## config.mk

```make
export PLATFORM = sky130hd
export DESIGN_NAME = retire_trace_buffer
export DESIGN_NICKNAME = d
export VERILOG_FILES = /design/src/rtl/trace_pkg.sv /design/src/rtl/trace_fifo_mem.sv /design/src/rtl/retire_trace_buffer.sv
export SDC_FILE = /design/constraint.sdc
export NUM_CORES = 2
export LEC_CHECK = 0
export CAP_MARGIN = 15
export CORE_MARGIN = 2
export CORE_UTILIZATION = 55
export DETAILED_ROUTE_END_ITERATION = 10
export GPL_TIMING_DRIVEN = 0
export PLACE_DENSITY = 0.76
export SLEW_MARGIN = 40
export SYNTH_ARGS = -nofsm -noshare
export SYNTH_HDL_FRONTEND = slang
export SYNTH_SLANG_ARGS = --single-unit
```

## constraint.sdc

```tcl
create_clock -name clk -period 5.1 [get_ports clk]
set_clock_uncertainty 0.15 [all_clocks]
set_input_delay 0.51 -clock clk [delete_from_list [all_inputs] [get_ports clk]]
set_output_delay 0.51 -clock clk [all_outputs]
set_load 0.02 [all_outputs]
```

## src/rtl/trace_pkg.sv

```systemverilog
// Shared types and constants for the retirement trace buffer.
//   trace_kind_e : format class of a retired instruction
//   trace_rec_t  : one buffered retirement record
//   trc_state_e  : capture FSM states
package trace_pkg;

  typedef enum logic [1:0] {
    KIND_NONE = 2'd0,
    KIND_R    = 2'd1,
    KIND_I    = 2'd2,
    KIND_J    = 2'd3
  } trace_kind_e;

  typedef struct packed {
    logic [31:0] pc;
    logic [31:0] instr;
    trace_kind_e kind;
    logic        wr_en;
    logic [4:0]  wr_reg;
    logic [31:0] wr_data;
    logic [31:0] seq;
  } trace_rec_t;

  localparam logic [31:0] TRC_SYSCALL_INSTR = 32'h0000000C;
  localparam logic [31:0] TRC_EXIT_V0       = 32'h0000000A;

  typedef enum logic [1:0] {
    RUN  = 2'd0,
    STOP = 2'd1,
    DONE = 2'd2
  } trc_state_e;

endpackage

```

## src/rtl/trace_fifo_mem.sv

```systemverilog
// Record storage for the trace buffer with a registered head register.
// Ports:
//   clk, reset     : clock, asynchronous active-low reset
//   push, wdata    : write one record (caller guarantees a free slot or a same-cycle pop)
//   pop            : consume the head (caller guarantees head_valid)
//   head, head_valid : registered copy of the oldest record
//   level          : occupied entries, 0..DEPTH (includes the head)
module trace_fifo_mem
  import trace_pkg::*;
#(
  parameter int unsigned DEPTH = 16
) (
  input  logic                     clk,
  input  logic                     reset,
  input  logic                     push,
  input  logic                     pop,
  input  trace_rec_t               wdata,
  output trace_rec_t               head,
  output logic                     head_valid,
  output logic [$clog2(DEPTH):0]   level
);

  localparam int unsigned PTR_W = $clog2(DEPTH);
  localparam int unsigned LVL_W = PTR_W + 1;

  trace_rec_t       mem [DEPTH];
  logic [PTR_W-1:0] wr_ptr;
  logic [PTR_W-1:0] rd_ptr;
  logic [PTR_W-1:0] rd_ptr_nx;

  assign rd_ptr_nx = rd_ptr + PTR_W'(1);

  // Storage array carries no reset; only entries between the pointers are meaningful.
  always_ff @(posedge clk) begin
    if (push) mem[wr_ptr] <= wdata;
  end

  // Pointers, occupancy and head register. The head mirrors mem[rd_ptr];
  // when the next head is the entry being written this cycle it is taken
  // straight from wdata so there is no bubble.
  always_ff @(posedge clk or negedge reset) begin
    if (!reset) begin
      wr_ptr     <= '0;
      rd_ptr     <= '0;
      level      <= '0;
      head       <= '0;
      head_valid <= 1'b0;
    end else begin
      if (push) wr_ptr <= wr_ptr + PTR_W'(1);
      if (pop)  rd_ptr <= rd_ptr_nx;

      unique case ({push, pop})
        2'b10:   level <= level + LVL_W'(1);
        2'b01:   level <= level - LVL_W'(1);
        default: level <= level;
      endcase

      if (pop) begin
        if (level > LVL_W'(1)) begin
          head       <= mem[rd_ptr_nx];
          head_valid <= 1'b1;
        end else if (push) begin
          head       <= wdata;
          head_valid <= 1'b1;
        end else begin
          head_valid <= 1'b0;
        end
      end else if (push && (level == '0)) begin
        head       <= wdata;
        head_valid <= 1'b1;
      end
    end
  end

endmodule

```

## src/rtl/retire_trace_buffer.sv

```systemverilog
// Retirement trace buffer: captures one record per retired instruction,
// drains them over a valid/ready port, detects the exit syscall and flags
// records lost to overflow.
// Ports:
//   clk, reset      : clock, asynchronous active-low reset
//   ret_*           : retire-side record fields from the core, ret_v0 = r2
//   trc_valid/ready : head handshake; trc_* head fields, trc_seq sequence number
//   level           : occupied entries
//   overflow        : sticky drop flag; drop_cnt saturating drop count
//   clr_ovf         : synchronous clear of overflow and drop_cnt
//   eot, done       : exit captured / exit captured and buffer drained
// Configuration macro: TRACE_NOP_FILTER_EN (skip storing all-zero instruction words).
module retire_trace_buffer
  import trace_pkg::*;
#(
  parameter int unsigned DEPTH = 16,
  parameter int unsigned CNT_W = 16
) (
  input  logic                   clk,
  input  logic                   reset,
  input  logic                   ret_valid,
  input  logic [31:0]            ret_pc,
  input  logic [31:0]            ret_instr,
  input  logic [1:0]             ret_kind,
  input  logic                   ret_wr_en,
  input  logic [4:0]             ret_wr_reg,
  input  logic [31:0]            ret_wr_data,
  input  logic [31:0]            ret_v0,
  output logic                   trc_valid,
  input  logic                   trc_ready,
  output logic [31:0]            trc_pc,
  output logic [31:0]            trc_instr,
  output logic [1:0]             trc_kind,
  output logic                   trc_wr_en,
  output logic [4:0]             trc_wr_reg,
  output logic [31:0]            trc_wr_data,
  output logic [31:0]            trc_seq,
  output logic [$clog2(DEPTH):0] level,
  output logic                   overflow,
  output logic [CNT_W-1:0]       drop_cnt,
  input  logic                   clr_ovf,
  output logic                   eot,
  output logic                   done
);

  localparam int unsigned LVL_W = $clog2(DEPTH) + 1;

  trc_state_e  state;
  logic [31:0] seq;
  trace_rec_t  wrec;
  trace_rec_t  head;
  logic        head_valid;
  logic        nop;
  logic        rv;
  logic        want_push;
  logic        full;
  logic        pop;
  logic        push;
  logic        drop;
  logic        exit_hit;

`ifdef TRACE_NOP_FILTER_EN
  assign nop = (ret_instr == 32'h0000_0000);
`else
  assign nop = 1'b0;
`endif

  // Retirements only count while capturing; STOP and DONE ignore them.
  assign rv        = ret_valid && (state == RUN);
  assign want_push = rv && !nop;
  assign full      = (level == LVL_W'(DEPTH));
  assign pop       = head_valid && trc_ready;
  // A same-cycle pop frees the slot a full-buffer push needs.
  assign push      = want_push && (!full || pop);
  assign drop      = want_push && full && !pop;
  // Exit is recognised whether the record is stored or dropped.
  assign exit_hit  = want_push && (ret_instr == TRC_SYSCALL_INSTR) && (ret_v0 == TRC_EXIT_V0);

  always_comb begin
    wrec         = '0;
    wrec.pc      = ret_pc;
    wrec.instr   = ret_instr;
    wrec.kind    = trace_kind_e'(ret_kind);
    wrec.wr_en   = ret_wr_en;
    wrec.wr_reg  = ret_wr_reg;
    wrec.wr_data = ret_wr_data;
    wrec.seq     = seq;
  end

  trace_fifo_mem #(
    .DEPTH(DEPTH)
  ) u_fifo (
    .clk        (clk),
    .reset      (reset),
    .push       (push),
    .pop        (pop),
    .wdata      (wrec),
    .head       (head),
    .head_valid (head_valid),
    .level      (level)
  );

  // Capture FSM with sequence counter, drop accounting and exit status.
  always_ff @(posedge clk or negedge reset) begin
    if (!reset) begin
      state    <= RUN;
      seq      <= '0;
      overflow <= 1'b0;
      drop_cnt <= '0;
      eot      <= 1'b0;
      done     <= 1'b0;
    end else begin
      if (rv) seq <= seq + 32'd1;

      if (clr_ovf) begin
        overflow <= 1'b0;
        drop_cnt <= '0;
      end else if (drop) begin
        overflow <= 1'b1;
        if (drop_cnt != '1) drop_cnt <= drop_cnt + CNT_W'(1);
      end

      unique case (state)
        RUN: begin
          if (exit_hit) begin
            eot   <= 1'b1;
            state <= STOP;
          end
        end
        STOP: begin
          if (level == '0) begin
            done  <= 1'b1;
            state <= DONE;
          end
        end
        DONE:    done  <= 1'b1;
        default: state <= RUN;
      endcase
    end
  end

  assign trc_valid   = head_valid;
  assign trc_pc      = head.pc;
  assign trc_instr   = head.instr;
  assign trc_kind    = head.kind;
  assign trc_wr_en   = head.wr_en;
  assign trc_wr_reg  = head.wr_reg;
  assign trc_wr_data = head.wr_data;
  assign trc_seq     = head.seq;

endmodule
```

==> metrics.yaml <==
run_status:
  status: "completed"
sta:
  layout_setup_ws_ns: 1.21
  fin_crit_sh: 0.762
  slew_headroom: 0.396
  rsz0062_at_grt: "no"
  period_needed_ns: 3.89
  fin_setup_tns_ns: 0
  timing.hold.ws_ns: 0.325
  clock.fmax_mhz: 257
  slew_violations: 0
  worst_pin_slew_ns: 0.907
  hold_viol_final: 0
  setup_violations: 0
finish:
  stdcell_count: 7294
  multi_input_area_um2: 19700
  area_growth_pct: 16.9
  n_fill_cell: 10500
  drive_above_1_share: 0.250
  seqCellArea_um2: 70400
  nets: 5050
clocking:
  cts_root_buf: "clkbuf_16"
  cts_sinks: 2379
  clkLatencyLatePin_ns: 0.88
  clk_pin_slew_ns: 0.06
  cts_tree: "built"
  holdBufCountCts: 4
  cts.htree.levels: 4
  cts_resized: 0
  post_cts_buffers: 0
  ctsLongestPathBuffers: 3
  numCtsBuffers: 223
setup_path:
  path_max_fanout: 10
  cp_cell_sequence: "ha_1, clkbuf_1, buf_2, buf_2, buf_1, mux4_2, a22oi_1, a31oi_1"
  cp.arrival_ns: 4.44
  crit_cells: 8
  worst-setup-path-type: "register to register"
  r2r_cells: 8
  cpPeakStageDelay_ns: 0.66
  path_common_cell: "buf_2"
  path_delay_family: "buffers and inverters"
  required_ns: 5.65
  crit_path_end_kind: "register"
  cp-start-kind: "register"
  cp_num_buf_inv: 4
  slowest_stage: "buf_1"
yosys:
  synth_edf_count: 2176
  yosys.area.top_type: "edfxtp_1"
  syn_nets: 4422
  synth_ff_type: "edfxtp_1"
  syn_inst: 4270
  seq_area_frac_synth: 0.772
  syn-cell-area_um2: 91200
  synthArstFlopShare: 0.0853
  avgSynthCellArea_um2: 21.4
  synth_top_area_frac: 0.717
  synth_warnings: 0
  synth_seq_cells: 2379
  synth_area_leaders: "edfxtp_1 72%, mux4_2 13%, dfrtp_1 5.6%"
  yosysUniqueCellTypes: 54
detailed_routing:
  wl_um: 234000
  post_drt_wl_per_cell_um: 32.1
  antenna_left: 0
  first_pass_iters: 7
  vias_per_cell: 6.54
  routed-via-count: 47700
  drc: 0
  drt-initial-drc-count: 6747
pwr:
  p_leak_nw: 34.2
  peakVddDrop_mv: 0.393
  power.total_mw: 62.8
  powerDensity_nw_per_um2: 589
floorplanning:
  rows: 149
  ioPinCount: 302
  start_util: 0.553
  dieArea_um2: 169000
  die_h_um: 411
  fp.dieW_um: 411
  coreArea_um2: 165000
grt:
  grt_pass1_vias: 48500
  overflow: 0
  grt_use_total: 0.278
  antenna_found_initial: 27
  grt_max_degree: 54
  grt_pass1_wl_um: 336000
placed_design:
  port_buffers: 300
  place.gp.congestion: 0.772
  place_inst: 6858
  post-place-ws_ns: 0.745
  dp_hpwl_um: 142000
worst_hold_path:
  hold_depth: 1
  holdCritPathClass: "register to register"
job:
  drv_cap: 0
[cells in the final DEF (no fill, tap or decap), types with 6 or more instances in the layout]
master | netlist | layout
edfxtp_1 | 2176 | 2176
mux4_2 | 544 | 544
clkdlybuf4s50_1 | 0 | 299
clkbuf_16 | 0 | 226
dfrtp_1 | 203 | 203
clkbuf_1 | 127 | 166
nor2_1 | 163 | 163
a21oi_1 | 139 | 139
a31oi_1 | 137 | 137
nor2b_1 | 137 | 137
a22oi_1 | 137 | 137
mux2_2 | 136 | 136
buf_2 | 82 | 85
buf_12 | 0 | 84
xnor2_1 | 49 | 49
nand2_1 | 41 | 40
clkinv_2 | 0 | 34
clkbuf_2 | 2 | 29
bufinv_16 | 0 | 24
clkbuf_8 | 0 | 24
clkinv_1 | 0 | 22
nand4_1 | 17 | 17
nor4_1 | 18 | 17
buf_6 | 14 | 16
nand3_1 | 14 | 14
and2_4 | 0 | 12
buf_1 | 15 | 11
ha_1 | 11 | 11
clkinvlp_4 | 0 | 10
buf_16 | 0 | 10
diode_2 | 0 | 9
inv_6 | 0 | 9
inv_1 | 8 | 8
a211oi_1 | 7 | 7
o21ai_0 | 6 | 6
and3_1 | 6 | 6
xor2_1 | 6 | 6
[state kept, by name, indices dropped and copies added (netlist names), 2 cells and up]
signal         flops
u_fifo.mem      2176
u_fifo.rd_ptr      4
u_fifo.level       5
u_fifo.head      136
seq               32
u_fifo.wr_ptr      4
state              2
drop_cnt          16
[cell families (layout without fill, tap and decap cells)]
kind of cell | after synthesis | after routing | synth area share
and+or+nand+nor | 449 | 449 | 0.0258
AOI/OAI and AO/OA | 443 | 443 | 0.0308
buffers and inverters | 250 | 1076 | 0.0127
adders and majority gates | 11 | 11 | 0.00151
DFF | 2379 | 2379 | 0.772
xor gates and xnor gates | 56 | 56 | 0.00546
other | 0 | 9 | 0
muxes | 682 | 682 | 0.151
[cells in the mapped netlist, drive strengths merged (3+ instances only)]
cell     number
xnor2        50
nor2        163
nor3          5
a31oi       137
mux2        136
a2111oi       5
and3          6
a21oi       139
o21ai         8
and2         17
ha           11
and4          9
inv           8
a22oi       137
xor2          6
or2           3
edfxtp     2176
nand2        41
buf         113
nor4         19
nand4        18
nor2b       137
clkbuf      129
mux4        544
a211oi        7
nand2b        4
nor3b         3
dfrtp       203
nor4b         3
nand3        14
[stage by stage]
| stage | area, um2 | util |
|---|---|---|
| 2_1_floorplan | 91200 | - |
| 3_3_place_gp | 96900 | 0.588 |
| 3_5_place_dp | 99100 | 0.601 |
| 4_1_cts | 107000 | 0.647 |
| 5_1_grt | 107000 | 0.647 |
| 6_report | 107000 | 0.647 |
[path summary, 6_finish.rpt]
check | from | end | slack [ns]
worst max-delay path | u_fifo.rd_ptr[1] | u_fifo.head[61] | 1.21
worst min-delay path | eot | eot | 0.32
worst max register to register | u_fifo.rd_ptr[1] | u_fifo.head[61] | 1.21
worst min register to register | eot | eot | 0.32
max in group asynchronous | reset | seq[23] | 3.07
min in group asynchronous | reset | u_fifo.head[68] | 0.52
[layout make-up]
class                      instances  area share
antenna                            9    0.000211
buffer                           242      0.0109
clock buffer                     314      0.0584
clock inverter                   109      0.0119
inverter                           8    0.000282
multi-input combinational       1641       0.185
sequential                      2379       0.660
tap                             2189      0.0257
timing repair buffer             403      0.0475
[layer usage]
layer  wire (um)  share of wire  GRT usage  vias to the layer above
met1       86100           0.37      0.374                    25100
met3       24400           0.10     0.0655                      548
met5         118        0.00050          0                        -
met2      114000           0.49      0.444                     2999
li1            -              -          -                    19000
met4        9700          0.041      0.112                       20
[worst reg2reg max path: stages, from the launching register on]
cell and delay, ns:
dfrtp_1 0.46, ha_1 0.34, clkbuf_1 0.19, buf_2 0.49, buf_2 0.60, buf_1 0.67, mux4_2 0.42, a22oi_1 0.24
a31oi_1 0.15
[where the power goes]
part | total (mW) | leakage, nW | internal (mW) | switching (mW)
Combinational | 21.6 | 8.45 | 9.18 | 12.5
Clock | 16.9 | 3.64 | 9.74 | 7.20
Sequential | 24.2 | 22.1 | 23.2 | 1.00
Total | 62.8 | 34.2 | 42.1 | 20.7
No activity file was read; power rests on OpenSTA's default activity.
